File: src/rtl/pe_pkg.sv
// Shared definitions for the process-element operand sequencer: default widths,
// the sequencer state encoding and a timer-width helper.
package pe_pkg;

  localparam int WIDTH_DATA  = 16;
  localparam int WIDTH_MDATA = 32;

  typedef enum logic [2:0] {
    S_LOAD,
    S_STREAM,
    S_FLUSH,
    S_FORMAT,
    S_WAIT,
    S_RESULT
  } seq_state_e;

  // The phase timer counts down from (cycles - 1), so the longest phase sets the width.
  function automatic int tmr_width(input int a, input int b, input int c);
    int m;
    m = a;
    if (b > m) m = b;
    if (c > m) m = c;
    return (m < 2) ? 1 : $clog2(m);
  endfunction

endpackage

File: src/rtl/pe_pair_buffer.sv
// Operand-pair store: one write port, one registered read port that returns zero
// when not reading and forwards a same-cycle write to the slot being read.
module pe_pair_buffer #(
  parameter int WIDTH_DATA = 16,
  parameter int DEPTH      = 16,
  parameter int ADDR_W     = $clog2(DEPTH)
) (
  input  logic                  clk,
  input  logic                  rst_n,
  input  logic                  wr_en,
  input  logic [ADDR_W-1:0]     wr_addr,
  input  logic [WIDTH_DATA-1:0] wr_a,
  input  logic [WIDTH_DATA-1:0] wr_b,
  input  logic                  rd_en,
  input  logic [ADDR_W-1:0]     rd_addr,
  output logic [WIDTH_DATA-1:0] rd_a,
  output logic [WIDTH_DATA-1:0] rd_b
);

  logic [2*WIDTH_DATA-1:0] mem [DEPTH];

  always_ff @(posedge clk) begin
    if (wr_en) mem[wr_addr] <= {wr_a, wr_b};
  end

  // Forwarding covers a one-pair vector, whose only pair is read on the edge it is written.
  always_ff @(posedge clk or negedge rst_n) begin
    if (!rst_n) begin
      rd_a <= '0;
      rd_b <= '0;
    end else if (rd_en) begin
      if (wr_en && (wr_addr == rd_addr)) {rd_a, rd_b} <= {wr_a, wr_b};
      else                               {rd_a, rd_b} <= mem[rd_addr];
    end else begin
      rd_a <= '0;
      rd_b <= '0;
    end
  end

endmodule

File: src/rtl/pe_operand_sequencer.sv
// Collects a vector of operand pairs, replays them back-to-back to the process
// element, strobes its formatter and captures the formatted result for downstream.
//
// state  | meaning
// LOAD   | accept pairs into the buffer until last flag or buffer full
// STREAM | drive one buffered pair per cycle in acceptance order
// FLUSH  | drive zero operands for FLUSH_CYC cycles
// FORMAT | hold format_en_o high for FMT_CYC cycles
// WAIT   | let the PE result settle for RES_LAT cycles, then sample it
// RESULT | offer the captured result until res_ready_i
module pe_operand_sequencer #(
  parameter int WIDTH_DATA = pe_pkg::WIDTH_DATA,
  parameter int DEPTH      = 16,
  parameter int FLUSH_CYC  = 1,
  parameter int FMT_CYC    = 1,
  parameter int RES_LAT    = 1
) (
  input  logic                  clk,
  input  logic                  rst_n,
  input  logic                  in_valid_i,
  output logic                  in_ready_o,
  input  logic [WIDTH_DATA-1:0] in_a_i,
  input  logic [WIDTH_DATA-1:0] in_b_i,
  input  logic                  in_last_i,
  output logic [WIDTH_DATA-1:0] data_a_o,
  output logic [WIDTH_DATA-1:0] data_b_o,
  output logic                  format_en_o,
  input  logic [WIDTH_DATA-1:0] data_pe_i,
  output logic                  res_valid_o,
  output logic [WIDTH_DATA-1:0] res_data_o,
  input  logic                  res_ready_i,
  output logic                  busy_o
);

  import pe_pkg::*;

  localparam int ADDR_W = $clog2(DEPTH);
  localparam int CNT_W  = ADDR_W + 1;
  localparam int TMR_W  = tmr_width(FLUSH_CYC, FMT_CYC, RES_LAT);

  localparam logic [TMR_W-1:0] FLUSH_INIT = TMR_W'((FLUSH_CYC > 1) ? FLUSH_CYC - 1 : 0);
  localparam logic [TMR_W-1:0] FMT_INIT   = TMR_W'((FMT_CYC > 1) ? FMT_CYC - 1 : 0);
  localparam logic [TMR_W-1:0] RES_INIT   = TMR_W'((RES_LAT > 1) ? RES_LAT - 1 : 0);
  localparam logic [CNT_W-1:0] LAST_SLOT  = CNT_W'(DEPTH - 1);

  seq_state_e         state;
  logic [CNT_W-1:0]   wr_cnt;
  logic [CNT_W-1:0]   rd_cnt;
  logic [TMR_W-1:0]   tmr;
  logic               accept;
  logic               vec_end;
  logic               rd_en;
  logic [ADDR_W-1:0]  rd_addr;
  logic               tmr_done;

  assign accept   = (state == S_LOAD) && in_valid_i && in_ready_o;
  assign vec_end  = in_last_i || (wr_cnt == LAST_SLOT);
  assign tmr_done = (tmr == '0);
  // Slot 0 is fetched on the ending accept so the stream starts with no bubble.
  assign rd_en    = (accept && vec_end) || ((state == S_STREAM) && (rd_cnt != wr_cnt));
  assign rd_addr  = (state == S_STREAM) ? rd_cnt[ADDR_W-1:0] : '0;

  pe_pair_buffer #(
    .WIDTH_DATA (WIDTH_DATA),
    .DEPTH      (DEPTH),
    .ADDR_W     (ADDR_W)
  ) u_buf (
    .clk     (clk),
    .rst_n   (rst_n),
    .wr_en   (accept),
    .wr_addr (wr_cnt[ADDR_W-1:0]),
    .wr_a    (in_a_i),
    .wr_b    (in_b_i),
    .rd_en   (rd_en),
    .rd_addr (rd_addr),
    .rd_a    (data_a_o),
    .rd_b    (data_b_o)
  );

  always_ff @(posedge clk or negedge rst_n) begin
    if (!rst_n) begin
      state       <= S_LOAD;
      wr_cnt      <= '0;
      rd_cnt      <= '0;
      tmr         <= '0;
      in_ready_o  <= 1'b0;
      busy_o      <= 1'b0;
      format_en_o <= 1'b0;
      res_valid_o <= 1'b0;
      res_data_o  <= '0;
    end else begin
      case (state)
        S_LOAD: begin
          in_ready_o <= 1'b1;
          if (accept) begin
            wr_cnt <= wr_cnt + CNT_W'(1);
            if (vec_end) begin
              in_ready_o <= 1'b0;
              busy_o     <= 1'b1;
              rd_cnt     <= CNT_W'(1);
              state      <= S_STREAM;
            end
          end
        end
        S_STREAM: begin
          if (rd_cnt == wr_cnt) begin
            if (FLUSH_CYC > 0) begin
              tmr   <= FLUSH_INIT;
              state <= S_FLUSH;
            end else begin
              tmr         <= FMT_INIT;
              format_en_o <= 1'b1;
              state       <= S_FORMAT;
            end
          end else begin
            rd_cnt <= rd_cnt + CNT_W'(1);
          end
        end
        S_FLUSH: begin
          if (tmr_done) begin
            tmr         <= FMT_INIT;
            format_en_o <= 1'b1;
            state       <= S_FORMAT;
          end else begin
            tmr <= tmr - TMR_W'(1);
          end
        end
        S_FORMAT: begin
          if (tmr_done) begin
            format_en_o <= 1'b0;
            if (RES_LAT == 0) begin
              res_data_o  <= data_pe_i;
              res_valid_o <= 1'b1;
              state       <= S_RESULT;
            end else begin
              tmr   <= RES_INIT;
              state <= S_WAIT;
            end
          end else begin
            tmr <= tmr - TMR_W'(1);
          end
        end
        S_WAIT: begin
          if (tmr_done) begin
            res_data_o  <= data_pe_i;
            res_valid_o <= 1'b1;
            state       <= S_RESULT;
          end else begin
            tmr <= tmr - TMR_W'(1);
          end
        end
        S_RESULT: begin
          if (res_ready_i) begin
            res_valid_o <= 1'b0;
            busy_o      <= 1'b0;
            in_ready_o  <= 1'b1;
            wr_cnt      <= '0;
            rd_cnt      <= '0;
            state       <= S_LOAD;
          end
        end
        default: state <= S_LOAD;
      endcase
    end
  end

endmodule

File: config.mk
export PLATFORM = sky130hd
export DESIGN_NAME = pe_operand_sequencer
export DESIGN_NICKNAME = d
export VERILOG_FILES = /design/src/rtl/pe_pkg.sv /design/src/rtl/pe_pair_buffer.sv /design/src/rtl/pe_operand_sequencer.sv
export SDC_FILE = /design/constraint.sdc
export NUM_CORES = 1
export LEC_CHECK = 0
export CAP_MARGIN = 20
export CORE_ASPECT_RATIO = 1.1
export CORE_MARGIN = 1.5
export CORE_UTILIZATION = 40
export CTS_CLUSTER_SIZE = 40
export DETAILED_ROUTE_END_ITERATION = 12
export HOLD_SLACK_MARGIN = 0.1
export MAX_ROUTING_LAYER = met4
export REMOVE_ABC_BUFFERS = 1
export SYNTH_ARGS = -nofsm -noshare
export SYNTH_HDL_FRONTEND = slang
export SYNTH_SLANG_ARGS = --single-unit
export TNS_END_PERCENT = 5
File: constraint.sdc
create_clock -name clk -period 5.6 [get_ports clk]
set_clock_uncertainty 0.1 [all_clocks]
set_input_delay 1.4 -clock clk [delete_from_list [all_inputs] [get_ports clk]]
set_output_delay 1.4 -clock clk [all_outputs]
set_load 0.03 [all_outputs]
==> results by group, run 1 <==
Layout
  – Final Util: 47.4%
  – Final Cell Area: 26,700 µm²
  – Fill cell count: 4,795
  – Non-filler cells, final: 2,256
  – Area growth, synth to finish: 16.5%
  – Share of cells above drive strength 1: 16.3%
  – Commonest cells after routing, fill and taps aside: edfxtp_1, nor2_1, clkdlybuf4s50_1, a21oi_1, mux2_2
  – Flip-flop and latch area: 17,000 µm²
  – Fin nets: 1,525
  – Most common cell after layout, fill and taps aside: edfxtp_1
  – Number of diodes: 0
  – Area of the multi-input gates: 5510 µm²

Clock network
  – Post-cts hold buffer count: 0
  – CTS sink count: 577
  – Worst-case clock buffer depth: 3
  – Post-CTS setup buffers: 0
  – Clk root buf: clkbuf_16
  – CTS clk-pin slew, worst paths: 0.06 ns
  – PostCTS Resize Cnt: 0
  – Worst skew pair latency: 0.61 ns
  – H-tree levels: 2
  – CTS tree: done
  – CTS Buf Count: 57

Synthesis
  – Post-Synthesis Cells: 1,372
  – Synth cell types: 59
  – Post-synth ARST share: 11.3%
  – Synth Cell Area: 22,900 µm²
  – Register area share after synthesis: 74.2%
  – EDFF count, synth: 512
  – #FFs+latches synth: 577
  – Yosys Warn Count: 0
  – Syn_area_per_cell: 16.7 µm²
  – Most used DFF post-synth: edfxtp_1

Power
  – VDD IR max: 0.422 mV
  – Leak pwr: 8.63 nW
  – Cell internal pwr: 8.78 mW
  – Combinational Power Share: 30.8%
  – Sw frac: 33.3%
  – Switch Pwr: 4.39 mW
  – Total power: 13.2 mW
  – Seq pwr share: 41.2%
  – PwrDens: 494 nW/µm²
  – Clock network power share: 28.0%

GRT
  – First-pass GRT wire length: 82.8 mm
  – Antenna violations before repair: 0
  – Largest net degree at the start of global routing: 134
  – Grt ovf: 0
  – GRT Total Usage: 19.5%
  – Vias in the first global route: 12,709

Setup path
  – Crit Path Max Fanout: 23
  – CP required: 5.81 ns
  – Critical path class: in -> reg
  – WP data arrival: 3.86 ns
  – Reg-to-reg slack, setup: 2.25 ns
  – Kind of end point of the critical path: flop
  – Critical path launch point type: input pin

STA
  – Worst setup margin: 1.95 ns
  – Maximum operating frequency: 274 MHz
  – Slew HR: 28.2%
  – Slew @ Worst Pin: 1.07 ns
  – RSZ-0062 raised after global routing: no
  – Fin crit share: 65.1%
  – Fin. max-slew vios: 0
  – Tmin final: 3.65 ns
  – Fin. Hold Viols: 0
  – Final setup vio count: 0

Place
  – PortBufs: 104
  – Hpwl dp: 32.0 mm
  – Placed cell count: 2,144
  – Routability cong.: 0.830
  – Post-Place Worst Slack: 1.34 ns
  – Area after DPL: 24,700 µm²

Routing
  – Antenna Nets Post-Route: 0
  – Drt total wl: 55.2 mm
  – Pre-antenna DRT Iters: 5
  – Detailed Route Iter0 Violations: 1,181
  – DR vias: 12,745
  – WL per Instance: 24.5 µm
  – DRC violations left: 0
  – Via density: 5.65

Floorplanning
  – Io pins: 105
  – Chip width: 231 µm
  – Site Rows: 91
  – Die Y-Extent: 254 µm
  – Die ar.: 58,700 µm²
  – Starting density of the core: 40.6%
  – Core area: 56,400 µm²

Hold path
  – HP Class: reg -> reg

Flow run
  – MaxCap Viol Count: 0

Run status
  – Status: finished, final reports clean
path summary, 6_finish.rpt:
check	depth (start not counted)	start	end
worst min-delay path	1	res_valid_o$_DFFE_PN0P_	res_valid_o$_DFFE_PN0P_
worst max-delay path	5	in_valid_i	u_buf.mem[15][30]$_DFFE_PP_
max in group asynchronous	1	rst_n	rd_cnt[1]$_DFFE_PN0P_
min in group asynchronous	1	rst_n	busy_o$_DFFE_PN0P_
worst max register to register	6	state[0]$_DFFE_PN0P_	u_buf.rd_b[2]$_DFF_PN0_
worst min register to register	1	res_valid_o$_DFFE_PN0P_	res_valid_o$_DFFE_PN0P_
synth_stat cells (5+ instances only):
cell / count / area [µm²]
buf_6: 5 / 56.3
o221ai_1: 60 / 526
buf_1: 7 / 26.3
dfrtp_1: 65 / 1630
or3_1: 33 / 206
edfxtp_1: 512 / 15400
nor3_1: 5 / 25.0
inv_1: 9 / 33.8
mux2_2: 68 / 766
mux2_1: 9 / 101
a21oi_1: 71 / 355
clkbuf_1: 44 / 165
buf_2: 34 / 170
nand2_1: 17 / 63.8
buf_4: 9 / 67.6
o21ai_0: 8 / 40.0
mux2i_1: 36 / 360
a32o_1: 31 / 310
ha_1: 6 / 75.1
xnor2_1: 7 / 61.3
nor2b_1: 34 / 213
mux4_2: 33 / 743
nor2_1: 119 / 447
o22ai_1: 62 / 388
o31ai_1: 32 / 240
layer usage:
metal,vias to the layer above,share of wire [%],track usage [%],wire (µm)
met5,-,0,-,0
met4,0,1.8,4.93,985
met3,71,6.7,3.48,3700
met2,469,46,29.0,25200
met1,6531,46,27.8,25300
li1,5674,-,-,-
state kept, by name (all words and copies together), names as in the netlist, 3 cells and up:
register    count
res_data_o     16
u_buf.rd_a     16
wr_cnt          5
state           3
u_buf.rd_b     16
rd_cnt          5
u_buf.mem     512
power groups by stage:
stage               sequential, mW  combinational, mW  clock, mW
floorplan                     5.89               2.24          0
global placement              5.52               3.98          0
detailed placement            5.52               4.03          0
CTS                           5.44               4.04       3.76
global route                  5.48               4.38       3.91
finish                        5.43               4.06       3.68
per-stage QoR:
stage / hold slack, ns / setup TNS, ns
after floorplan: 0.407 / -46.01
after global routing: 0.401 / 0
after CTS: 0.380 / 0
after detailed placement: 0.366 / 0
after global placement: 0.362 / 0
final: 0.376 / 0
kinds of logic (layout without fill, tap and decap cells):
group | Yosys count | in the layout | synth area share (%)
muxes | 146 | 146 | 8.60
and+or+nand+nor | 237 | 237 | 5.19
DFF | 577 | 577 | 74.2
adders and majority gates | 6 | 6 | 0.328
buffers and inverters | 109 | 249 | 2.28
AOI/OAI and AO/OA | 288 | 288 | 9.01
xor gates and xnor gates | 9 | 9 | 0.344
layout make-up:
cell class	instances	share of cell area, %
sequential	577	63.7
multi-input combinational	686	20.6
clock buffer	76	5.76
timing repair buffer	134	5.31
tap	744	3.49
clock inverter	29	0.933
inverter	10	0.141
worst max-delay path: stages:
cell             delay (ns)
clkdlybuf4s50_1        0.49
and3_1                 0.47
nand2_1                0.38
nor2_4                 0.75
buf_4                  0.33
Note: power is estimated with default switching activity, not from simulation.
==> run 2, diff against run 1 <==
==> constraint.sdc (replaced) <==
create_clock -name clk -period 3.5 [get_ports clk]
set_clock_uncertainty 0.1 [all_clocks]
set_input_delay 0.875 -clock clk [delete_from_list [all_inputs] [get_ports clk]]
set_output_delay 0.875 -clock clk [all_outputs]
set_load 0.03 [all_outputs]
==> results by group, run 2 (synthesis gave the netlist of run 1 again) <==
Run status
  – Status: finished, final reports clean

Routing
  – Antenna Nets Post-Route: 0
  – DR vias: 12,825
  – Pre-antenna DRT Iters: 5
  – DRC violations left: 0
  – WL per Instance: 23.9 µm
  – Drt total wl: 54.5 mm
  – Via density: 5.63
  – Detailed Route Iter0 Violations: 1,115

Layout
  – Largest Register: u_buf.mem
  – Non-filler cells, final: 2,279
  – Area growth, synth to finish: 18.0%
  – Share of cells above drive strength 1: 17.9%
  – Fin nets: 1,547
  – Commonest cells after routing, fill and taps aside: edfxtp_1, nor2_1, clkdlybuf4s50_1, a21oi_1, mux2_2
  – Fill cell count: 4,752
  – Max reg flops: 512
  – Most common cell after layout, fill and taps aside: edfxtp_1
  – Final Cell Area: 27,000 µm²

Hold path
  – HP Class: in -> async

Floorplanning
  – Site Rows: 91
  – Die Y-Extent: 254 µm
  – Core area: 56,400 µm²
  – Starting density of the core: 40.6%
  – Die ar.: 58,700 µm²
  – Chip width: 231 µm
  – Io pins: 105

Setup path
  – Critical path's most frequent cell: buf_4
  – CP max stage cell: dfrtp_1
  – Critical path launch point type: flop
  – Critical path class: reg -> reg
  – Crit path cell chain: buf_4, nor3b_4, buf_4, nand3_2, buf_12, o221ai_1, o22ai_1, a32o_1
  – Crit Path Max Fanout: 60
  – WP data arrival: 3.22 ns
  – CP required: 3.89 ns
  – Kind of end point of the critical path: flop
  – Max incr delay on CP: 0.48 ns
  – Reg-to-reg slack, setup: 0.67 ns

Clock network
  – CTS Buf Count: 55
  – CTS clk-pin slew, worst paths: 0.06 ns
  – Post-cts hold buffer count: 0
  – Post-CTS setup buffers: 0
  – PostCTS Resize Cnt: 0
  – Clk root buf: clkbuf_16
  – CTS tree: done
  – H-tree levels: 2
  – CTS sink count: 577
  – Worst-case clock buffer depth: 3
  – Worst skew pair latency: 0.61 ns

GRT
  – Largest net degree at the start of global routing: 96
  – Grt ovf: 0
  – Antenna violations before repair: 0
  – GRT Total Usage: 19.3%
  – First-pass GRT wire length: 81.7 mm
  – Vias in the first global route: 13,005

STA
  – Fin. max-slew vios: 0
  – Final setup vio count: 0
  – Fin crit share: 81.0%
  – RSZ-0062 raised after global routing: no
  – Fin. Hold Viols: 0
  – Slew HR: 38.9%
  – Tmin final: 2.83 ns
  – Maximum operating frequency: 353 MHz
  – Slew @ Worst Pin: 0.914 ns

Place
  – Placed cell count: 2,175
  – Routability cong.: 0.812
  – Area after DPL: 25,200 µm²
  – PortBufs: 104
  – Hpwl dp: 30.8 mm

Power
  – Leak pwr: 8.78 nW
  – Total power: 21.3 mW
  – PwrDens: 788 nW/µm²
  – VDD IR max: 0.427 mV

Flow run
  – MaxCap Viol Count: 0
==> run 2: cell type report <==
class | instances | area, µm² | share of cell area (%)
multi-input combinational | 686 | 5510 | 20.4
sequential | 577 | 17000 | 62.9
clock buffer | 74 | 1510 | 5.58
clock inverter | 29 | 318 | 1.18
antenna | 1 | 2.50 | 0.00926
inverter | 10 | 37.5 | 0.139
timing repair buffer | 158 | 1720 | 6.36
tap | 744 | 931 | 3.44
==> run 2: worst max-delay path: cells and delay by family (launching register included) <==
kind | cells | cell delay (ns)
AO/OA/AOI/OAI | 3 | 0.74
buffers and inverters | 3 | 0.91
flip-flops | 1 | 0.48
AND/OR/NAND/NOR | 2 | 0.43
==> run 2: metal layers <==
metal  vias to the layer above  track usage (%)  wire [µm]
li1                       5716                -          -
met1                      6576             26.3      24000
met2                       466             30.0      25700
met3                        67             3.71       3850
met4                         0             4.61        978
met5                         -                -          0
==> run 2: worst paths after layout <==
kind / cells after the start / to / from
max: 8 / u_buf.rd_a[15]$_DFF_PN0_ / state[2]$_DFFE_PN0P_
min: 1 / u_buf.rd_a[9]$_DFF_PN0_ / rst_n
max reg2reg: 8 / u_buf.rd_a[15]$_DFF_PN0_ / state[2]$_DFFE_PN0P_
min reg2reg: 1 / res_data_o[14]$_DFFE_PN0P_ / res_data_o[14]$_DFFE_PN0P_
max in group asynchronous: 2 / u_buf.rd_b[15]$_DFF_PN0_ / rst_n
min in group clk: 1 / res_data_o[14]$_DFFE_PN0P_ / res_data_o[14]$_DFFE_PN0P_
==> run 2: report_power, final <==
part	leakage (nW)	switching (mW)	total (mW)	internal (mW)
combinational	2.47	4.07	6.76	2.70
clock	0.885	2.57	5.98	3.41
sequential	5.42	0.431	8.55	8.12
total	8.78	7.07	21.3	14.2
==> run 2: metrics by stage <==
stage / setup WS, ns / setup TNS [ns] / util, % / hold WS, ns
4_1_cts: 0.681 / 0 / 48.0 / 0.283
2_1_floorplan: -3.58 / -205.11 / - / 0.407
3_3_place_gp: 0.290 / 0 / 44.7 / 0.364
5_1_grt: 0.574 / 0 / 48.0 / 0.317
6_report: 0.666 / 0 / 48.0 / 0.257
3_5_place_dp: 0.285 / 0 / 44.7 / 0.376
